File: config.mk
export PLATFORM = sky130hd
export DESIGN_NAME = tt_capture_seq
export DESIGN_NICKNAME = d
export VERILOG_FILES = /design/src/rtl/tt_capture_seq.sv
export SDC_FILE = /design/constraint.sdc
export NUM_CORES = 1
export LEC_CHECK = 0
export CORE_MARGIN = 4
export CORE_UTILIZATION = 48
export DETAILED_ROUTE_END_ITERATION = 10
export MAX_ROUTING_LAYER = met4
export PLACE_DENSITY = 0.75
export SLEW_MARGIN = 20
export SYNTH_ARGS = -nofsm -noshare
export SYNTH_HDL_FRONTEND = slang
export SYNTH_SLANG_ARGS = --single-unit
File: constraint.sdc
create_clock -name clk -period 1.51 [get_ports clk]
set_input_delay 0.453 -clock clk [delete_from_list [all_inputs] [get_ports clk]]
set_output_delay 0.453 -clock clk [all_outputs]
set_load 0.01 [all_outputs]
File: src/rtl/tt_capture_seq.sv
// tt_capture_seq: sequential truth-table capture for a 4-input, 1-output
// function block. Walks x through minterms 0..15, holds each for
// SETTLE_CYCLES+1 cycles, samples y on the last cycle into tt[m], then offers
// the finished 16-bit table downstream over a valid/ready handshake.
// Optional build macro TT_CAPTURE_CHECK_EN adds tt_expect/tt_match, a
// registered comparison of the finished table against an expected table.
module tt_capture_seq #(
  parameter int unsigned SETTLE_CYCLES = 0
) (
  input  logic        clk,
  input  logic        rst,
  input  logic        start,
  output logic        busy,
  output logic [3:0]  x,
  input  logic        y,
  output logic [15:0] tt,
  output logic        tt_valid,
`ifdef TT_CAPTURE_CHECK_EN
  input  logic [15:0] tt_expect,
  output logic        tt_match,
`endif
  input  logic        tt_ready
);

  typedef enum logic [1:0] {
    IDLE  = 2'd0,
    DRIVE = 2'd1,
    DONE  = 2'd2
  } state_e;

  // Wait-counter value on which the current minterm is sampled (range 0..15).
  localparam logic [3:0] SETTLE_LAST = 4'(SETTLE_CYCLES);

  state_e      state_q, state_d;
  logic [3:0]  m_q, m_d;
  logic [3:0]  w_q, w_d;
  logic [3:0]  x_q, x_d;
  logic [15:0] tt_q, tt_d;
  logic        tt_valid_q, tt_valid_d;
  logic        busy_q, busy_d;
`ifdef TT_CAPTURE_CHECK_EN
  logic        tt_match_q, tt_match_d;
`endif

  // Next-state logic: minterm stepping, settle counting, sampling, handshake.
  always_comb begin
    state_d = state_q;
    m_d     = m_q;
    w_d     = w_q;
    x_d     = x_q;
    tt_d    = tt_q;
`ifdef TT_CAPTURE_CHECK_EN
    tt_match_d = tt_match_q;
`endif
    case (state_q)
      IDLE: begin
        x_d = 4'd0;
        if (start) begin
          state_d = DRIVE;
          m_d     = 4'd0;
          w_d     = 4'd0;
          x_d     = 4'd0;
          tt_d    = 16'h0000;
`ifdef TT_CAPTURE_CHECK_EN
          tt_match_d = 1'b0;
`endif
        end
      end
      DRIVE: begin
        if (w_q != SETTLE_LAST) begin
          w_d = w_q + 4'd1;
        end else begin
          // y has had SETTLE_CYCLES+1 cycles to settle for minterm m.
          tt_d[m_q] = y;
          w_d       = 4'd0;
          if (m_q == 4'd15) begin
            state_d = DONE;
            x_d     = 4'd0;
`ifdef TT_CAPTURE_CHECK_EN
            // Compare includes the bit captured on this very edge.
            tt_match_d = (tt_d == tt_expect);
`endif
          end else begin
            m_d = m_q + 4'd1;
            x_d = m_q + 4'd1;
          end
        end
      end
      DONE: begin
        x_d = 4'd0;
        // start is deliberately not looked at here, even on the handshake edge.
        if (tt_ready) begin
          state_d = IDLE;
          m_d     = 4'd0;
        end
      end
      default: begin
        state_d = IDLE;
        x_d     = 4'd0;
      end
    endcase
    tt_valid_d = (state_d == DONE);
    busy_d     = (state_d != IDLE);
  end

  // State and output registers; reset aborts any run and discards the table.
  always_ff @(posedge clk or posedge rst) begin
    if (rst) begin
      state_q    <= IDLE;
      m_q        <= 4'd0;
      w_q        <= 4'd0;
      x_q        <= 4'd0;
      tt_q       <= 16'h0000;
      tt_valid_q <= 1'b0;
      busy_q     <= 1'b0;
`ifdef TT_CAPTURE_CHECK_EN
      tt_match_q <= 1'b0;
`endif
    end else begin
      state_q    <= state_d;
      m_q        <= m_d;
      w_q        <= w_d;
      x_q        <= x_d;
      tt_q       <= tt_d;
      tt_valid_q <= tt_valid_d;
      busy_q     <= busy_d;
`ifdef TT_CAPTURE_CHECK_EN
      tt_match_q <= tt_match_d;
`endif
    end
  end

  assign busy     = busy_q;
  assign x        = x_q;
  assign tt       = tt_q;
  assign tt_valid = tt_valid_q;
`ifdef TT_CAPTURE_CHECK_EN
  assign tt_match = tt_match_q;
`endif

endmodule

==> flow_summary.yaml <==
routing:
  wire_per_inst_um: 15.10
  wl_met2_um: 1899
  wl_met3_um: 211
  topRoutingLayerUsed: "met4"
  firstDrtPassIters: 4
  wl_met1_um: 1897
  drt-total-wl_um: 4091
  routed-via-count: 1492
  final_antenna_net_count: 0
  drc: 0
  drt_iter0_drc: 81
  vias_per_cell: 5.506
clock_tree:
  holdBufCountCts: 0
  htree_levels: 2
  cts_tree: "done"
  clk_latency_ns: 0.32
  clkTransAtPathRegs_ns: 0.08
  cts-root-buf: "clkbuf_4"
  numCtsBuffers: 5
  clockBufferDepth: 2
  clock_sinks: 32
floorplanning:
  ioPinCount: 27
  dieArea_mm2: 0.004615
  die_w_um: 67.94
  start_util_pct: 50.87
  num_rows: 21
  die_y_um: 67.94
  coreArea_mm2: 0.003390
yosys:
  syn-num-nets: 179
  synth_cells: 168
  avgSynthCellArea_um2: 10.26
  yosys-top-cells-area: "dfrtp_1, a221o_1, a211oi_1, ha_1, inv_1"
  synth_compound_area_share_pct: 21.26
  synthSimpleGateAreaFrac_pct: 15.67
  synth_warnings: 0
  yosysTopAreaCellShare_pct: 46.44
  ys_ff_latch: 32
  synth_seq_area_share_pct: 46.44
  synth_top_family_by_area: "compound AO/OA/AOI/OAI gates"
  yosysUniqueCellTypes: 36
  synth_xor_area_share_pct: 1.016
  synthAdderAreaFrac_pct: 4.354
  netlist_area_mm2: 0.001724
  synth_top_cell_by_area: "dfrtp_1"
  muxShareOfSynthArea_pct: 3.556
grt:
  grt_pass1_wl_um: 6837
  grt_max_degree: 33
  antenna_found_initial: 0
  track_usage_pct: 20.57
  grt_pass1_vias: 1450
  grt.overflow.total: 0
critical_path:
  r2r_setup_slack_ns: -0.08
  rr_startpoint: "w_q[1]"
  endpoint_kind: "flop"
  path_max_fanout: 17
  cp.required_ns: 1.71
  timing.rr.end: "tt[12]"
  worstPathArrival_ns: 1.79
  crit_end: "tt[12]"
  ff2ff_path_depth: 6
  start_kind: "flop"
  criticalPathCategory: "reg2reg"
  crit_path_start: "w_q[1]"
sta:
  fin_ws_ns: -0.08233
  fmax_mhz: 628.0
  final-max-slew-violation-count: 0
  layout_min_cycle_time_ns: 1.592
  maxSlewHeadroom_pct: 80.94
  rsz0062_at_grt: "yes"
  period_share_pct: 105.5
  hold_viol_final: 0
  clock_skew_ns: 0.009070
  setup_viol: 13
  tightestPinTransition_ns: 0.2859
final_layout:
  nNetsFinal: 238
  diodes: 0
  drive_above_1_share_pct: 23.11
  area_growth_pct: 35.99
  stdcell_count: 271
power_and_ir_drop:
  internal-power_uw: 2154
  irDropWorstVdd_uv: 964.3
  power_frac_comb_pct: 53.0
  p_sw_uw: 1346
  p_leak_uw: 0.001080
  pwr-share-clk_pct: 11.5
  seq_power_share_pct: 35.5
  netSwitchingFraction_pct: 38.46
  powerDensity_mw_per_mm2: 1493
placement:
  place.gp.congestion: 0.8719
  dp_hpwl_um: 2893
  port_buffers: 26
  pre_cts_slack_ns: -0.3239
  placedCellCount: 253
status:
  status: "complete, but fails checks"
  failed_checks: "setup timing"
job:
  max-cap-violations: 0
hold_path:
  hold_path.class: "in2async"
-- stage by stage --
stage	util, %	setup TNS, ns	hold slack (ns)	cell area, um^2	power (uW)
2_1_floorplan	-	-1.088	0.5032	1752	2336
3_3_place_gp	65.71	-4.416	0.4949	2227	2986
3_5_place_dp	65.71	-4.950	0.5076	2227	3061
4_1_cts	66.59	-0.4366	0.4761	2257	3463
5_1_grt	69.18	-2.074	0.4870	2345	3777
6_report	69.18	-0.6298	0.4734	2345	3501
-- critical path, stage by stage (launching register included) --
cell	delay, ns
dfrtp_1	0.36
inv_1	0.05
ha_2	0.18
nor3b_4	0.15
buf_4	0.19
and3_1	0.21
a221o_1	0.33
-- registers in the layout, summed over array words and instances (netlist names) --
register and count:
tt_valid 1, m_q 4, tt 16, state_q 2
x 4, busy 1, w_q 4
-- worst min path at each step --
stage	start	to	slack [ns]	cells past startpoint
after floorplan	w_q[0]	w_q[0]	0.50	1
after global placement	tt[11]	tt[11]	0.49	1
after detailed placement	tt[6]	tt[6]	0.51	1
after CTS	rst	tt[6]	0.48	3
after global routing	rst	busy	0.49	3
final	rst	busy	0.47	3
-- cell type report --
type,count,area [um^2]
multi-input combinational,105,813.3
inverter,18,67.56
timing repair buffer,65,568.0
clock buffer,5,37.54
tap,46,57.56
fill,271,1045
sequential,32,800.8
-- cell usage after synthesis (all sizes together) --
library cell / count
o32ai: 1
a32o: 1
a211o: 5
inv: 18
ha: 6
a31oi: 1
o21bai: 1
dfrtp: 32
nor2: 5
mux2i: 5
and2b: 1
nand3: 11
buf: 7
a21oi: 2
clkbuf: 6
o21ai: 7
nand2b: 2
and4: 4
a22oi: 1
a22o: 2
nor3b: 1
and3: 10
o31ai: 1
and3b: 1
and2: 1
nor3: 1
nand2: 5
mux2: 1
or3b: 1
a211oi: 13
xor2: 1
nor2b: 2
a221o: 11
xnor2: 1
-- layout by cell type (no fill, tap or decap), drive strengths merged, types with 2 or more instances in the layout --
master / synthesis / routed
buf: 7 / 39
dfrtp: 32 / 32
inv: 18 / 18
dlygate4sd2: 0 / 18
a211oi: 13 / 13
a221o: 11 / 11
nand3: 11 / 11
and3: 10 / 10
o21ai: 7 / 7
ha: 6 / 6
nor2: 5 / 5
a211o: 5 / 5
nand2: 5 / 5
mux2i: 5 / 5
clkbuf: 6 / 5
and4: 4 / 4
clkdlybuf4s50: 0 / 4
clkdlybuf4s15: 0 / 4
nor2b: 2 / 2
nand2b: 2 / 2
a21oi: 2 / 2
a22o: 2 / 2
-- layer usage --
metal  vias to the layer above  global-route usage, %
met1                       712                  25.81
met2                        37                  31.65
li1                        734                      -
met3                         9                  6.076
met5                         -                      -
met4                         0                  7.196
-- power by group through the flow --
stage / sequential (uW) / combinational, uW / clock, uW
after global routing: 1270 / 2050 / 459
after CTS: 1250 / 1790 / 425
after floorplan: 1270 / 1070 / 0
final: 1240 / 1860 / 403
after detailed placement: 1270 / 1790 / 0
after global placement: 1240 / 1740 / 0
-- what timing repair did --
| action | in CTS | in global routing |
|---|---|---|
| gates resized for setup | 23 | 5 |
| setup buffers | 2 | 11 |
| endpoints found under the setup margin | 38 | 35 |
| pin swaps | 1 | 0 |
-- cells by family (layout without fill, tap and decap cells) --
| kind of cell | after synthesis | in the layout |
|---|---|---|
| DFF | 32 | 32 |
| AOI/OAI and AO/OA | 46 | 46 |
| muxes | 6 | 6 |
| xor gates and xnor gates | 2 | 2 |
| buffers and inverters | 31 | 88 |
| and+or+nand+nor | 45 | 45 |
| adders and majority gates | 6 | 6 |
Note: power is estimated with default switching activity, not from simulation.
